File: src/rtl/mem_image_loader_pkg.sv
// rtl/mem_image_loader_pkg.sv - shared types and encodings for the boot image loader
// Purpose: loader state enum and the mem_rw encodings shared with the CPU memory interface.
// Ports: none (package).
package mem_image_loader_pkg;

    typedef enum logic [1:0] {
        ST_ACCEPT = 2'd0,
        ST_WRITE  = 2'd1,
        ST_DONE   = 2'd2,
        ST_ERROR  = 2'd3
    } loader_state_e;

    localparam logic MEM_WRITE = 1'b0;
    localparam logic MEM_READ  = 1'b1;

endpackage

File: src/rtl/mem_image_loader_mfc_watchdog.sv
// rtl/mem_image_loader_mfc_watchdog.sv - clear/enable cycle counter with terminal-count flag
// Purpose: counts consecutive enabled cycles; flags the cycle that completes TIMEOUT of them.
// Ports:
//   clk_i     - clock
//   resetn_i  - synchronous active-low reset
//   clear_i   - return the count to zero (has priority over enable_i)
//   enable_i  - count this cycle
//   expire_o  - high while enabled in the TIMEOUT-th consecutive enabled cycle
module mfc_watchdog #(
    parameter int TIMEOUT = 15
) (
    input  logic clk_i,
    input  logic resetn_i,
    input  logic clear_i,
    input  logic enable_i,
    output logic expire_o
);

    localparam int CW = (TIMEOUT < 2) ? 1 : $clog2(TIMEOUT + 1);
    localparam logic [CW-1:0] TERM_CNT = CW'(TIMEOUT - 1);
    localparam logic [CW-1:0] SAT_CNT  = CW'(TIMEOUT);

    logic [CW-1:0] count_q;
    logic [CW-1:0] count_d;

    always_comb begin
        count_d = count_q;
        if (clear_i) begin
            count_d = '0;
        end else if (enable_i && (count_q != SAT_CNT)) begin
            count_d = count_q + 1'b1;
        end
    end

    always_ff @(posedge clk_i) begin
        if (!resetn_i) begin
            count_q <= '0;
        end else begin
            count_q <= count_d;
        end
    end

    // Flag in the cycle whose end would make the count reach TIMEOUT, so the
    // owner can change state on that same edge.
    assign expire_o = enable_i & (count_q == TERM_CNT);

endmodule

File: src/rtl/mem_image_loader.sv
// rtl/mem_image_loader.sv - byte-stream to RAM boot image loader holding the CPU until done
// Purpose: accepts image bytes on a valid/ready handshake and writes them to RAM from address 0
//          via the MFA/MFC handshake; releases the CPU once the image is complete.
// Ports:
//   Clk, Clr                     - clock, synchronous active-low reset
//   in_data/in_valid/in_last     - image byte stream; in_ready accepts
//   mem_addr/mem_data/mem_mfa    - RAM write request, mem_rw always write
//   mem_mfc                      - RAM completion
//   cpu_run                      - CPU release
//   byte_count                   - bytes committed to RAM
//   err                          - sticky MFC timeout
module mem_image_loader
    import mem_image_loader_pkg::*;
#(
    parameter int ADDR_W      = 8,
    parameter int MEM_DEPTH   = 256,
    parameter int MFC_TIMEOUT = 15
) (
    input  logic              Clk,
    input  logic              Clr,
    input  logic [7:0]        in_data,
    input  logic              in_valid,
    input  logic              in_last,
    output logic              in_ready,
    output logic [ADDR_W-1:0] mem_addr,
    output logic [7:0]        mem_data,
    output logic              mem_mfa,
    output logic              mem_rw,
    input  logic              mem_mfc,
    output logic              cpu_run,
    output logic [ADDR_W:0]   byte_count,
    output logic              err
);

    localparam logic [ADDR_W:0] DEPTH_CNT = (ADDR_W + 1)'(MEM_DEPTH);

    loader_state_e     state_q, state_d;
    logic [ADDR_W-1:0] ptr_q, ptr_d;
    logic [ADDR_W:0]   cnt_q, cnt_d;
    logic [7:0]        data_q, data_d;
    logic              last_q, last_d;
    logic              ready_q, ready_d;
    logic              mfa_q, mfa_d;
    logic              run_q, run_d;
    logic              err_q, err_d;

    logic              mfc_seen;
    logic              wd_expire;

    // MFC only counts while a request is actually outstanding.
    assign mfc_seen = mfa_q & mem_mfc;

    mfc_watchdog #(
        .TIMEOUT(MFC_TIMEOUT)
    ) u_mfc_watchdog (
        .clk_i    (Clk),
        .resetn_i (Clr),
        .clear_i  (state_q != ST_WRITE),
        .enable_i (mfa_q & ~mem_mfc),
        .expire_o (wd_expire)
    );

    always_comb begin
        state_d = state_q;
        ptr_d   = ptr_q;
        cnt_d   = cnt_q;
        data_d  = data_q;
        last_d  = last_q;

        case (state_q)
            ST_ACCEPT: begin
                if (in_valid) begin
                    data_d  = in_data;
                    last_d  = in_last;
                    state_d = ST_WRITE;
                end
            end
            ST_WRITE: begin
                if (mfc_seen) begin
                    ptr_d = ptr_q + 1'b1;
                    cnt_d = cnt_q + 1'b1;
                    // Truncate at capacity: a full RAM ends the load cleanly.
                    if (last_q || ((cnt_q + 1'b1) == DEPTH_CNT)) begin
                        state_d = ST_DONE;
                    end else begin
                        state_d = ST_ACCEPT;
                    end
                end else if (wd_expire) begin
                    state_d = ST_ERROR;
                end
            end
            ST_DONE: begin
                state_d = ST_DONE;
            end
            ST_ERROR: begin
                state_d = ST_ERROR;
            end
            default: begin
                state_d = ST_ERROR;
            end
        endcase

        // Outputs decoded from the next state so they are registered yet
        // change on the same edge as the state itself.
        ready_d = (state_d == ST_ACCEPT);
        mfa_d   = (state_d == ST_WRITE);
        run_d   = (state_d == ST_DONE);
        err_d   = (state_d == ST_ERROR);
    end

    always_ff @(posedge Clk) begin
        if (!Clr) begin
            state_q <= ST_ACCEPT;
            ptr_q   <= '0;
            cnt_q   <= '0;
            data_q  <= '0;
            last_q  <= 1'b0;
            ready_q <= 1'b1;
            mfa_q   <= 1'b0;
            run_q   <= 1'b0;
            err_q   <= 1'b0;
        end else begin
            state_q <= state_d;
            ptr_q   <= ptr_d;
            cnt_q   <= cnt_d;
            data_q  <= data_d;
            last_q  <= last_d;
            ready_q <= ready_d;
            mfa_q   <= mfa_d;
            run_q   <= run_d;
            err_q   <= err_d;
        end
    end

    assign in_ready   = ready_q;
    assign mem_addr   = ptr_q;
    assign mem_data   = data_q;
    assign mem_mfa    = mfa_q;
    assign mem_rw     = MEM_WRITE;
    assign cpu_run    = run_q;
    assign byte_count = cnt_q;
    assign err        = err_q;

endmodule
File: config.mk
export PLATFORM = sky130hd
export DESIGN_NAME = mem_image_loader
export DESIGN_NICKNAME = d
export VERILOG_FILES = /design/src/rtl/mem_image_loader_pkg.sv /design/src/rtl/mem_image_loader_mfc_watchdog.sv /design/src/rtl/mem_image_loader.sv
export SDC_FILE = /design/constraint.sdc
export NUM_CORES = 1
export LEC_CHECK = 0
export ABC_AREA = 1
export CAP_MARGIN = 40
export CORE_MARGIN = 8
export CORE_UTILIZATION = 30
export DETAILED_ROUTE_END_ITERATION = 12
export SYNTH_ARGS = -nofsm -noshare
export SYNTH_HDL_FRONTEND = slang
export SYNTH_SLANG_ARGS = --single-unit
File: constraint.sdc
create_clock -name Clk -period 2 [get_ports Clk]
set_input_delay 0.5 -clock Clk [delete_from_list [all_inputs] [get_ports Clk]]
set_output_delay 0.5 -clock Clk [all_outputs]
set_load 0.005 [all_outputs]
==> flow_metrics.tcl, run 1 <==
set metrics [dict create \
    post-place-cells 347 \
    cts.clk_slew.worst_paths_ns 0.07 \
    synth.distinct_cells 30 \
    routedWlPerCell_um 10.8 \
    yosysMostFrequentCell "nor2_1" \
    fillerInstances 592 \
    post-synth-top-area-cell "dfxtp_1" \
    fin_crit_ns 1.75 \
    synthTopCellsByCount "44 x nor2_1, 36 x dfxtp_1, 34 x nand2_1" \
    cts_buffer_depth 2 \
    core-area_um2 5410 \
    overflow 0 \
    gp_congestion 0.765 \
    fin_nets 300 \
    synthCells 231 \
    synth-edff-count 0 \
    diodes 0 \
    cp_data_arrival_time_ns 1.25 \
    fmax_ghz 0.570 \
    power_leakage_uw 0.000931 \
    synth-xor-area-share_pct 1.60 \
    skew_ns 0.00564 \
    synth_seq_cells 36 \
    fin_cells 355 \
    max-cap-violations 0 \
    ir_drop_mv 0.293 \
    insertion_delay_ns 0.29 \
    synth.area.mux_share_pct 0 \
    clock_sinks 36 \
    ios 43 \
    cts_tree "yes" \
    drtIter0Drc 71 \
    die_h_um 90.0 \
    syn-num-nets 249 \
    fin_util_pct 41.9 \
    cts.repair.resized 0 \
    yosys_warnings 0 \
    slew_viol_final 0 \
    hold_path.class "register to register" \
    avgSynthCellArea_um2 7.11 \
    grt.total_usage_pct 9.85 \
    pre_cts_slack_ns -0.0245 \
    synth_compound_area_share_pct 12.6 \
    synth_ff_type "dfxtp_1" \
    setup_viol 0 \
    initial_core_util_pct 30.4 \
    yosysTopAreaCellShare_pct 43.9 \
    dr.pass1.iters 4 \
    postRouteAntennaNets 0 \
    grt_pass1_vias 1517 \
    numCtsBuffers 5 \
    hold_buffers 0 \
    drc 0 \
    synth_seq_area_share_pct 43.9 \
    vias_per_cell 4.33 \
    hold_ws_ns 0.476 \
    cts_setup_buffers 0 \
    required_ns 1.50 \
    synth_top_family_by_area "simple AND/OR/NAND/NOR gates" \
    cp_slowest_cell "clkdlybuf4s50_1" \
    critPathMaxStageDelay_ns 0.50 \
    start_kind "register" \
    drive_gt1_share_pct 8.83 \
    antenna_found_initial 0 \
    dpl.hpwl_um 2900 \
    powerDensity_nw_per_um2 664 \
    endpoint_kind "primary output" \
    rows 27 \
    grt_pass1_wl_um 6690 \
    synth.cell_area_um2 1640 \
    portBuffers 41 \
    synth.area.top_cells "dfxtp_1 44%, nor2_1 10%, nand2_1 7.8%, inv_1 7.5%, o21ai_0 6.4%" \
    timing.final.hold_violations 0 \
    die_x_um 90.0 \
    htree_levels 2 \
    clockRootBuffer "clkbuf_8" \
    status "finished clean" \
    synthAdderAreaFrac_pct 3.81 \
    power_uw 1500 \
    post-route-worst-setup-slack_ns 0.246 \
    fin_crit_sh_pct 87.7 \
    synth-simple-area-share_pct 27.8 \
    path_class "register to primary output" \
    dieArea_um2 8090 \
    drt_wl_total_um 3840 \
    path_max_fanout 5 \
    crit_chain "buf_4 -> clkdlybuf4s50_1" \
    async_flop_share_pct 0 \
    rsz0062_at_grt "false" \
    area_growth_pct 37.8 \
    num_vias 1538 \
    grt_start_max_net_pins 22 \
]
-- path summary, 6_finish.rpt --
check	from	end	slack [ns]	cells after the start
worst max register to register	byte_count[0]	cpu_run	0.27	13
worst min-delay path	last_q	last_q	0.48	2
worst min register to register	last_q	last_q	0.48	2
worst max-delay path	byte_count[1]	byte_count[1]	0.25	2
-- where the power goes --
part	switching [µW]	internal, µW	total (µW)
Combinational	94.8	108	203
Clock	242	281	523
Sequential	23.9	753	776
Total	361	1140	1500
-- area by class of cell --
type / instances / area, µm² / share of cell area [%]
timing repair buffer: 48 / 463 / 20.5
multi-input combinational: 153 / 756 / 33.4
tap: 72 / 90.1 / 3.98
inverter: 38 / 143 / 6.31
clock buffer: 8 / 90.1 / 3.98
sequential: 36 / 721 / 31.9
-- kinds of logic (layout without fill, tap and decap cells) --
kind of cell | Yosys count | count (layout)
AOI/OAI and AO/OA | 39 | 39
xor gates and xnor gates | 3 | 3
adders and majority gates | 5 | 5
buffers and inverters | 42 | 94
DFF | 36 | 36
other | 1 | 1
and+or+nand+nor | 105 | 105
-- stage by stage --
| stage | setup TNS [ns] | instance area (µm²) |
|---|---|---|
| after floorplan | 0 | 1640 |
| after global placement | -0.0128 | 2170 |
| after detailed placement | -0.0245 | 2170 |
| after CTS | 0 | 2260 |
| after global routing | 0 | 2260 |
| final | 0 | 2260 |
-- cells in the final DEF, fill, tap and decap left out --
master           synthesis  layout
nand2_1                 34      34
buf_4                    1       7
nand4_1                  1       1
clkbuf_1                 2       2
o21ai_1                  1       1
nor2_2                   3       3
o21a_1                   1       1
a211oi_1                 2       2
conb_1                   1       1
nor4_1                   1       1
nor3_2                   1       1
nor2_1                  44      44
o211ai_1                 1       1
o21ai_0                 21      21
clkinv_1                 2       2
dfxtp_1                 36      36
nor2_4                   1       1
a31oi_1                  1       1
a21oi_1                 12      12
ha_1                     5       5
nand3_1                 14      14
nor3_1                   1       1
inv_2                    3       3
clkdlybuf4s50_1          0      41
nand2_2                  3       3
clkbuf_8                 0       6
nor3b_1                  1       1
xnor2_1                  1       1
nand3_2                  1       1
xor2_1                   2       2
inv_1                   33      33
-- registers in the layout, indices dropped and copies added (netlist names) --
signal	cells
cpu_run	1
state_q	2
err	1
mem_addr	8
mem_mfa	1
in_ready	1
last_q	1
byte_count	9
u_mfc_watchdog.count_q	4
mem_data	8
-- routing by layer --
layer	share of wire, %	global-route usage, %	routed length, µm	up-vias
met5	0	0	0	-
met4	2.1	5.27	82	0
met3	6.2	3.82	238	6
met2	45	15.9	1710	32
met1	47	11.0	1810	671
li1	-	-	-	829
-- worst max-delay path: cells and delay by family, from the launching register on --
family / cells / cell delay, ns
buf+inv: 2 / 0.64
flops: 1 / 0.33
Note: power is estimated with default switching activity, not from simulation.
==> inputs of run 2 (changes only) <==
Settings changed: CTS_CLUSTER_DIAMETER set to 200, GPL_ROUTABILITY_DRIVEN set to 1.
==> results of run 2 <==
Final layout, timing and power as in run 1 (identical DEF).
==> inputs of run 3 (changes only) <==
Settings changed: CORE_ASPECT_RATIO set to 1.75, SKIP_LAST_GASP set to 1.
==> flow_metrics.tcl, run 3 (synthesis gave the netlist of run 1 again) <==
set metrics [dict create \
    status "finished clean" \
    path_class "register to register" \
    initial_core_util_pct 31.2 \
    start_kind "register" \
    grt_pass1_vias 1553 \
    post-place-cells 330 \
    fin_crit_sh_pct 89.3 \
    hold_buffers 0 \
    diodes 0 \
    path_max_fanout 6 \
    required_ns 2.22 \
    drive_gt1_share_pct 9.22 \
    num_vias 1573 \
    overflow 0 \
    power_leakage_uw 0.000935 \
    ir_drop_mv 0.630 \
    fin_nets 300 \
    rows 35 \
    cp_data_arrival_time_ns 2.01 \
    clockRootBuffer "clkbuf_8" \
    timing.final.hold_violations 0 \
    cts.repair.resized 0 \
    die_h_um 114 \
    drtIter0Drc 79 \
    cts.clk_slew.worst_paths_ns 0.07 \
    layout_common_cells "44 x nor2_1, 41 x clkdlybuf4s50_1, 36 x dfxtp_1, 34 x nand2_1, 33 x inv_1" \
    ios 43 \
    max-cap-violations 0 \
    dieArea_um2 8190 \
    min_delay_path_depth 2 \
    grt_pass1_wl_um 6790 \
    final_common_cell "nor2_1" \
    skew_ns 0.00796 \
    largest_reg_flops 9 \
    fmax_ghz 0.560 \
    tns_ns 0 \
    slew_viol_final 0 \
    portBuffers 41 \
    hold_path.class "register to register" \
    numCtsBuffers 5 \
    power_uw 1540 \
    area_growth_pct 36.9 \
    dr.pass1.iters 4 \
    endpoint_kind "register" \
    cts_tree "yes" \
    clock_sinks 36 \
    postRouteAntennaNets 0 \
    antenna_found_initial 0 \
    cts_buffer_depth 2 \
    drc 0 \
    setup_viol 0 \
    final_cell_area_um2 2250 \
    die_x_um 71.9 \
    fin_cells 337 \
    htree_levels 2 \
    drt_wl_total_um 3970 \
    vias_per_cell 4.67 \
    hold_ws_ns 0.488 \
    r2r_cells 13 \
    grt_start_max_net_pins 14 \
    grt.total_usage_pct 10.4 \
    fin_crit_ns 1.79 \
    rsz0062_at_grt "false" \
    gp_congestion 0.779 \
    postPlaceCellArea_um2 2150 \
    routedWlPerCell_um 11.8 \
    powerDensity_nw_per_um2 683 \
    cts_setup_buffers 0 \
    dpl.hpwl_um 3160 \
    core-area_um2 5260 \
    insertion_delay_ns 0.29 \
    fillerInstances 550 \
]
run 3: final cells by class:
cell class,count,area [µm²],area share [%]
Clock buffer,7,96.3,4.29
Timing Repair Buffer,48,463,20.6
Tap cell,55,68.8,3.06
Multi-Input combinational cell,153,756,33.6
Inverter,38,143,6.35
Sequential cell,36,721,32.1
run 3: path summary, 6_finish.rpt:
| path | to | slack [ns] | startpoint |
|---|---|---|---|
| setup / recovery | err | 0.21 | byte_count[1] |
| hold / removal | last_q | 0.49 | last_q |
| setup reg to reg | err | 0.21 | byte_count[1] |
| hold reg to reg | last_q | 0.49 | last_q |
run 3: critical path, stage by stage (launching register included):
cell	delay, ns
dfxtp_1	0.42
ha_1	0.23
nand2_1	0.11
nor2_1	0.15
nand2_1	0.07
nand2_1	0.05
nand2_1	0.05
nor2_1	0.11
nand3_1	0.10
nand3_1	0.10
nand3_2	0.09
nand2_2	0.08
nand2_2	0.06
nor2_1	0.10
run 3: routing by layer:
layer	share of wire (%)	track usage, %	routed length (µm)
met3	6.8	4.13	271
met4	1.7	4.53	68
met1	39	9.65	1550
met2	53	19.1	2090
met5	0	0	0
run 3: where the power goes:
group / switching [µW] / internal, µW
Sequential: 24.1 / 752
Clock: 248 / 307
Combinational: 96.2 / 108
run 3: stage by stage:
stage / utilization, % / setup slack, ns
after floorplan: - / 0.484
after global placement: 40.9 / -0.0261
after detailed placement: 40.9 / -0.0588
after CTS: 42.8 / 0.182
after global routing: 42.8 / 0.0196
final: 42.8 / 0.214
